===== src/rtl/atm_session_ctrl.sv =====
// atm_session_ctrl: ATM session sequencer - PIN authentication with retry lockout, menu
// dispatch, idle timeout and ledger req/ack. Macro ATM_DAILY_LIMIT_EN adds a per-session withdrawal cap.
module atm_session_ctrl #(
    parameter int MAX_TRIES   = 3,
    parameter int TIMEOUT_CYC = 1000,
    parameter int AMT_W       = 16
`ifdef ATM_DAILY_LIMIT_EN
    ,
    parameter int DAILY_LIMIT = 5000
`endif
) (
    input  logic             clk,
    input  logic             rst,
    input  logic             card_in,
    input  logic [11:0]      acc_num,
    input  logic [3:0]       pin,
    input  logic             pin_valid,
    input  logic             cmd_valid,
    input  logic [2:0]       menu_option,
    input  logic [AMT_W-1:0] amount,
    input  logic             exit,
    output logic             led_req,
    output logic [1:0]       led_op,
    output logic [11:0]      led_acc,
    output logic [3:0]       led_pin,
    output logic [AMT_W-1:0] led_amount,
    input  logic             led_ack,
    input  logic             led_ok,
    input  logic [AMT_W-1:0] led_balance,
    output logic [AMT_W-1:0] balance,
    output logic             valid,
    output logic             error,
    output logic             locked,
    output logic [2:0]       state
);

    typedef enum logic [2:0] {
        ST_IDLE     = 3'b000,
        ST_AUTH     = 3'b001,
        ST_MENU     = 3'b010,
        ST_BALANCE  = 3'b011,
        ST_WITHDRAW = 3'b100,
        ST_DEPOSIT  = 3'b101,
        ST_LOCKED   = 3'b110
    } state_e;

    localparam logic [1:0] OP_VERIFY = 2'b00;
    localparam logic [1:0] OP_READ   = 2'b01;
    localparam logic [1:0] OP_DEBIT  = 2'b10;
    localparam logic [1:0] OP_CREDIT = 2'b11;
    localparam int CNT_W = $clog2(TIMEOUT_CYC);

    state_e             state_r;
    logic [2:0]         tries_r;
    logic [CNT_W-1:0]   idle_cnt_r;
    logic               led_req_r;
    logic [1:0]         led_op_r;
    logic [11:0]        led_acc_r;
    logic [3:0]         led_pin_r;
    logic [AMT_W-1:0]   led_amount_r;
    logic [AMT_W-1:0]   balance_r;
    logic               valid_r;
    logic               error_r;
    logic               locked_r;
    logic               exit_pend_r;
    logic               leave_s;
    logic               timeout_s;
    logic               limit_hit_s;

    // Logout request and idle-expiry decode
    always_comb begin
        leave_s   = exit | ~card_in;
        timeout_s = (idle_cnt_r == CNT_W'(TIMEOUT_CYC - 1));
    end

`ifdef ATM_DAILY_LIMIT_EN
    logic [AMT_W:0]   total_r;
    logic [AMT_W+1:0] total_next_s;

    // Prospective session total if this withdrawal were forwarded
    always_comb begin
        total_next_s = {1'b0, total_r} + {2'b00, amount};
        limit_hit_s  = (total_next_s > (AMT_W+2)'(DAILY_LIMIT));
    end
`else
    assign limit_hit_s = 1'b0;
`endif

    // Session FSM with all registered outputs
    always_ff @(posedge clk) begin
        if (rst) begin
            state_r      <= ST_IDLE;
            tries_r      <= 3'd0;
            idle_cnt_r   <= '0;
            led_req_r    <= 1'b0;
            led_op_r     <= OP_VERIFY;
            led_acc_r    <= 12'd0;
            led_pin_r    <= 4'd0;
            led_amount_r <= '0;
            balance_r    <= '0;
            valid_r      <= 1'b0;
            error_r      <= 1'b0;
            locked_r     <= 1'b0;
            exit_pend_r  <= 1'b0;
`ifdef ATM_DAILY_LIMIT_EN
            total_r      <= '0;
`endif
        end else begin
            error_r <= 1'b0;
            case (state_r)
                ST_IDLE: begin
                    idle_cnt_r  <= '0;
                    tries_r     <= 3'd0;
                    valid_r     <= 1'b0;
                    balance_r   <= '0;
                    exit_pend_r <= 1'b0;
`ifdef ATM_DAILY_LIMIT_EN
                    total_r     <= '0;
`endif
                    if (card_in) begin
                        state_r <= ST_AUTH;
                    end else begin
                        state_r <= ST_IDLE;
                    end
                end
                ST_AUTH: begin
                    // An in-flight VERIFY always completes before logout is honoured
                    if (led_req_r) begin
                        if (led_ack) begin
                            led_req_r  <= 1'b0;
                            led_pin_r  <= 4'd0;
                            idle_cnt_r <= '0;
                            if (led_ok) begin
                                state_r <= ST_MENU;
                                valid_r <= 1'b1;
                                tries_r <= 3'd0;
                            end else begin
                                error_r <= 1'b1;
                                tries_r <= tries_r + 3'd1;
                                if (tries_r == 3'(MAX_TRIES - 1)) begin
                                    state_r  <= ST_LOCKED;
                                    locked_r <= 1'b1;
                                end else begin
                                    state_r <= ST_AUTH;
                                end
                            end
                        end else begin
                            state_r <= ST_AUTH;
                        end
                    end else if (leave_s || timeout_s) begin
                        state_r   <= ST_IDLE;
                        valid_r   <= 1'b0;
                        balance_r <= '0;
                        tries_r   <= 3'd0;
                        error_r   <= ~leave_s;
                    end else if (pin_valid) begin
                        led_acc_r  <= acc_num;
                        led_pin_r  <= pin;
                        led_op_r   <= OP_VERIFY;
                        led_req_r  <= 1'b1;
                        idle_cnt_r <= '0;
                    end else begin
                        idle_cnt_r <= idle_cnt_r + CNT_W'(1);
                    end
                end
                ST_MENU: begin
                    if (leave_s) begin
                        state_r   <= ST_IDLE;
                        valid_r   <= 1'b0;
                        balance_r <= '0;
                        tries_r   <= 3'd0;
                    end else if (cmd_valid) begin
                        idle_cnt_r <= '0;
                        case (menu_option)
                            3'b011: begin
                                state_r      <= ST_BALANCE;
                                led_op_r     <= OP_READ;
                                led_amount_r <= '0;
                                led_req_r    <= 1'b1;
                            end
                            3'b100: begin
                                if (amount == '0 || limit_hit_s) begin
                                    error_r <= 1'b1;
                                end else begin
                                    state_r      <= ST_WITHDRAW;
                                    led_op_r     <= OP_DEBIT;
                                    led_amount_r <= amount;
                                    led_req_r    <= 1'b1;
                                end
                            end
                            3'b101: begin
                                if (amount == '0) begin
                                    error_r <= 1'b1;
                                end else begin
                                    state_r      <= ST_DEPOSIT;
                                    led_op_r     <= OP_CREDIT;
                                    led_amount_r <= amount;
                                    led_req_r    <= 1'b1;
                                end
                            end
                            default: begin
                                error_r <= 1'b1;
                            end
                        endcase
                    end else if (timeout_s) begin
                        state_r   <= ST_IDLE;
                        valid_r   <= 1'b0;
                        balance_r <= '0;
                        tries_r   <= 3'd0;
                        error_r   <= 1'b1;
                    end else begin
                        idle_cnt_r <= idle_cnt_r + CNT_W'(1);
                    end
                end
                ST_BALANCE, ST_WITHDRAW, ST_DEPOSIT: begin
                    if (led_ack) begin
                        led_req_r    <= 1'b0;
                        led_amount_r <= '0;
                        idle_cnt_r   <= '0;
                        exit_pend_r  <= 1'b0;
                        error_r      <= ~led_ok;
`ifdef ATM_DAILY_LIMIT_EN
                        if (led_ok && state_r == ST_WITHDRAW) begin
                            total_r <= total_r + {1'b0, led_amount_r};
                        end else begin
                            total_r <= total_r;
                        end
`endif
                        // Logout seen at any point during the op takes effect now
                        if (exit_pend_r || leave_s) begin
                            state_r   <= ST_IDLE;
                            valid_r   <= 1'b0;
                            balance_r <= '0;
                            tries_r   <= 3'd0;
                        end else begin
                            state_r <= ST_MENU;
                            if (led_ok) begin
                                balance_r <= led_balance;
                            end else begin
                                balance_r <= balance_r;
                            end
                        end
                    end else if (leave_s) begin
                        exit_pend_r <= 1'b1;
                    end else begin
                        exit_pend_r <= exit_pend_r;
                    end
                end
                ST_LOCKED: begin
                    if (!card_in) begin
                        state_r  <= ST_IDLE;
                        locked_r <= 1'b0;
                        tries_r  <= 3'd0;
                    end else begin
                        state_r <= ST_LOCKED;
                    end
                end
                default: begin
                    state_r   <= ST_IDLE;
                    led_req_r <= 1'b0;
                    valid_r   <= 1'b0;
                    locked_r  <= 1'b0;
                end
            endcase
        end
    end

    assign led_req    = led_req_r;
    assign led_op     = led_op_r;
    assign led_acc    = led_acc_r;
    assign led_pin    = led_pin_r;
    assign led_amount = led_amount_r;
    assign balance    = balance_r;
    assign valid      = valid_r;
    assign error      = error_r;
    assign locked     = locked_r;
    assign state      = state_r;

endmodule


===== config.mk =====
export PLATFORM = sky130hd
export DESIGN_NAME = atm_session_ctrl
export DESIGN_NICKNAME = d
export VERILOG_FILES = /design/src/rtl/atm_session_ctrl.sv
export SDC_FILE = /design/constraint.sdc
export NUM_CORES = 1
export LEC_CHECK = 0
export BUFFER_PORTS_ARGS = -buffer_cell sky130_fd_sc_hd__buf_2
export CAP_MARGIN = 20
export CORE_UTILIZATION = 35
export CTS_CLUSTER_SIZE = 40
export DETAILED_ROUTE_END_ITERATION = 8
export PLACE_DENSITY_LB_ADDON = 0.1
export RECOVER_POWER = 100
export SYNTH_ARGS = -nofsm -noshare
export SYNTH_HDL_FRONTEND = slang
export SYNTH_SLANG_ARGS = --single-unit

===== constraint.sdc =====
create_clock -name clk -period 2.4 [get_ports clk]
set_input_delay 0.48 -clock clk [delete_from_list [all_inputs] [get_ports clk]]
set_output_delay 0.48 -clock clk [all_outputs]
set_load 0.02 [all_outputs]

==> impl_metrics.env <==
export IMPL_num_rows=36
export IMPL_min_period_ns=2.165
export IMPL_status="completed"
export IMPL_antennaDiodeCount=0
export IMPL_worstHoldPathType="input pin to flop"
export IMPL_io_pins=116
export IMPL_viasPerCell=5.076
export IMPL_r2r_cells=5
export IMPL_synthArstFlopShare_pct=0
export IMPL_timing_rr_end="idle_cnt_r[7]$_SDFFE_PP0P_"
export IMPL_cp_end_kind="flop"
export IMPL_drtPass1Iterations=5
export IMPL_whs_ns=0.3681
export IMPL_dp_slack_ns=0.2901
export IMPL_grt_pass1_wl_um=15990
export IMPL_synth_compound_area_share_pct=17.05
export IMPL_hold_buffers=0
export IMPL_antenna_found_initial=0
export IMPL_drcViolationCount=0
export IMPL_synth_ff_type="dfxtp_1"
export IMPL_final_util_pct=45.48
export IMPL_wl_um=9545
export IMPL_yosys_area_share_adder_pct=1.033
export IMPL_place_congestion=0.8452
export IMPL_yosysUniqueCellTypes=62
export IMPL_power_density_nw_per_um2=547.4
export IMPL_crit_path_start_kind="flop"
export IMPL_r2r_start="state[2]$_SDFFE_PP0P_"
export IMPL_synth_simple_area_share_pct=24.41
export IMPL_cts_setup_buffers=0
export IMPL_crit_buf_inv=0
export IMPL_yosysWarningCount=0
export IMPL_critPathTopFamily="compound AO/OA/AOI/OAI gates"
export IMPL_max_freq_ghz=0.4619
export IMPL_min_to="led_acc[7]$_SDFFE_PP0P_"
export IMPL_avgSynthCellArea_sq_um=8.570
export IMPL_dpl_hpwl_um=7037
export IMPL_tightestPinTransition_ns=0.6517
export IMPL_die_w_um=103.9
export IMPL_synthMuxAreaShare_pct=13.77
export IMPL_fp_coreArea_sq_um=9910
export IMPL_finalPower_mw=2.467
export IMPL_yosysSeqAreaShare_pct=39.12
export IMPL_p_seq_share_pct=48.4
export IMPL_cts_root_buf="clkbuf_8"
export IMPL_start_util_pct=36.67
export IMPL_finalHoldViolCount=0
export IMPL_sw_frac_of_total_pct=23.45
export IMPL_dr_total_vias=3457
export IMPL_die_area_sq_um=10790
export IMPL_ant_nets=0
export IMPL_finalNetCount=606
export IMPL_insertion_delay_ns=0.34
export IMPL_rsz0062_at_grt="no"
export IMPL_holdPathStages=3
export IMPL_synth_top_family_by_area="simple AND/OR/NAND/NOR gates"
export IMPL_synth_xor_area_share_pct=0.2410
export IMPL_grt_pass1_vias=3300
export IMPL_skew_ns=0.006988
export IMPL_syn_area_sq_um=3633
export IMPL_ys_ff_latch=71
export IMPL_cpPeakStageDelay_ns=0.74
export IMPL_grtUsageTotal_pct=18.08
export IMPL_fillers=1042
export IMPL_ctsLongestPathBuffers=2
export IMPL_path_class="flop to flop"
export IMPL_port_buffers=115
export IMPL_die_h_um=103.9
export IMPL_crit_arrival_ns=2.39
export IMPL_drive_above_1_share_pct=17.70
export IMPL_crit_path_cell_trace="and2_0 -> a211o_1 -> o21ai_0 -> a21oi_1 -> o21ai_0"
export IMPL_setup_viol=0
export IMPL_cts_buffers=9
export IMPL_clkPwrFrac_pct=42.3
export IMPL_syn_nets=486
export IMPL_r2r_slack_ns=0.24
export IMPL_post_drt_wl_per_cell_um=14.02
export IMPL_slew_headroom_pct=56.50
export IMPL_peakVddDrop_mv=0.2467
export IMPL_setup_slack_ns=0.2350
export IMPL_combPwrFrac_pct=9.4
export IMPL_internal_power_mw=1.889
export IMPL_cts_resized=0
export IMPL_min_period_over_period_pct=90.21
export IMPL_worstPathRequired_ns=2.63
export IMPL_worstPathMaxFanout=19
export IMPL_final_setup_tns_ns=0
export IMPL_max_cap_violations=0
export IMPL_cp_slowest_cell="dfxtp_1"
export IMPL_total_leakage_power_nw=1.677
export IMPL_hp_start="acc_num[7]"
export IMPL_crit_top_cell="o21ai_0"
export IMPL_grt_start_max_net_pins=25
export IMPL_cts_sinks=71
export IMPL_cts_tree="done"
export IMPL_cts_clk_slew_worst_paths_ns=0.07
export IMPL_p_switching_uw=578.6
export IMPL_maxSlewViolCount=0
export IMPL_grt_ovfl_total=0
export IMPL_syn_inst=424
export IMPL_synth_edf_count=0
export IMPL_area_growth_pct=24.04
export IMPL_htreeDepth=3
export IMPL_drt_initial_drc_count=246
worst min-delay path: stages:
cell	delay [ns]
buf_2	0.07
mux2i_1	0.05
nor2_1	0.07
Yosys cell counts, types with 3 or more instances:
| cell type | n | area, sq um |
|---|---|---|
| buf_4 | 3 | 22.52 |
| nor4_1 | 4 | 25.02 |
| or3_1 | 4 | 25.02 |
| mux2i_1 | 50 | 500.5 |
| nor3b_1 | 5 | 37.54 |
| and3_1 | 3 | 18.77 |
| a211o_1 | 5 | 43.79 |
| o31ai_1 | 3 | 22.52 |
| o21ai_0 | 22 | 110.1 |
| nand2_1 | 79 | 296.5 |
| nor2_1 | 35 | 131.4 |
| o22ai_1 | 5 | 31.28 |
| nand2b_1 | 7 | 43.79 |
| a21oi_1 | 15 | 75.07 |
| nor3_1 | 6 | 30.03 |
| dfxtp_1 | 71 | 1421 |
| a211oi_1 | 4 | 30.03 |
| o211ai_1 | 4 | 30.03 |
| clkbuf_1 | 13 | 48.80 |
| buf_2 | 3 | 15.01 |
| nor2b_1 | 9 | 56.30 |
| nand3b_1 | 3 | 22.52 |
| ha_1 | 3 | 37.54 |
| nand4_1 | 3 | 18.77 |
| o211a_1 | 3 | 30.03 |
| nand3_1 | 4 | 20.02 |
| inv_1 | 9 | 33.78 |
| buf_6 | 3 | 33.78 |
power by group through the flow:
stage,Combinational [mW],Clock [mW],Sequential [mW]
after floorplan,0.127,0,1.22
after global placement,0.236,0,1.22
after detailed placement,0.235,0,1.22
after CTS,0.236,1.07,1.19
after global routing,0.254,1.12,1.19
final,0.231,1.04,1.19
cell usage in the layout, fill, tap and decap left out, drive strengths merged, types with 5 or more instances in the layout:
cell     n
inv      9
nor4     5
clkbuf  67
a21oi   15
mux2i   50
nor3     8
nand2b   7
nor2    35
o21ai   22
nand2   79
dfxtp   71
o211ai   5
buf     76
nor3b    5
a211o    5
o22ai    5
nor2b    9
registers in the layout (all words and copies together), names as in the netlist:
register	cells
locked	1
idle_cnt_r	10
led_pin	4
tries_r	3
error	1
exit_pend_r	1
led_acc	12
led_op	2
valid	1
led_req	1
state	3
led_amount	16
balance	16
per-stage QoR:
step           instances  instance area, sq um
2_1_floorplan        424                  3633
3_3_place_gp         666                  4390
3_5_place_dp         666                  4390
4_1_cts              681                  4602
5_1_grt              681                  4507
6_report             681                  4507
routing by layer:
| metal | GRT usage (%) | part of all wire (%) | wire length, um | vias up |
|---|---|---|---|---|
| li1 | - | - | - | 1753 |
| met1 | 23.56 | 48 | 4550 | 1577 |
| met5 | 0 | 0 | 0 | - |
| met3 | 3.885 | 6.4 | 612 | 15 |
| met2 | 28.57 | 44 | 4245 | 112 |
| met4 | 8.163 | 1.4 | 137 | 0 |
worst max-delay path by stage:
stage / from / endpoint / slack [ns] / cells after the start
after CTS: state[1]$_SDFFE_PP0P_ / led_amount[1]$_SDFFE_PP0P_ / 0.28 / 6
after floorplan: state[0]$_SDFFE_PP0P_ / led_op[0]$_SDFFE_PP0P_ / 0.37 / 6
after detailed placement: state[1]$_SDFFE_PP0P_ / led_amount[1]$_SDFFE_PP0P_ / 0.29 / 6
after global placement: state[1]$_SDFFE_PP0P_ / led_op[0]$_SDFFE_PP0P_ / 0.35 / 5
after global routing: state[2]$_SDFFE_PP0P_ / idle_cnt_r[9]$_SDFFE_PP0P_ / 0.07 / 5
final: state[2]$_SDFFE_PP0P_ / idle_cnt_r[7]$_SDFFE_PP0P_ / 0.24 / 5
area by class of cell:
cell class	instances	area, sq um	area share (%)
multi-input combinational	321	2029	45.03
sequential	71	1423	31.57
inverter	9	33.78	0.7496
tap	133	166.4	3.692
clock buffer	11	141.4	3.137
clock inverter	4	70.07	1.555
timing repair buffer	132	643.1	14.27
cells by family (layout without fill, tap and decap cells):
group	count (synthesis)	count (layout)
buffers and inverters	32	156
AO/OA/AOI/OAI	87	87
multiplexers	50	50
flip-flops	71	71
adder cells (fa/ha/maj)	3	3
XOR/XNOR	1	1
AND/OR/NAND/NOR	180	180
(Power assumes the default switching activity.)
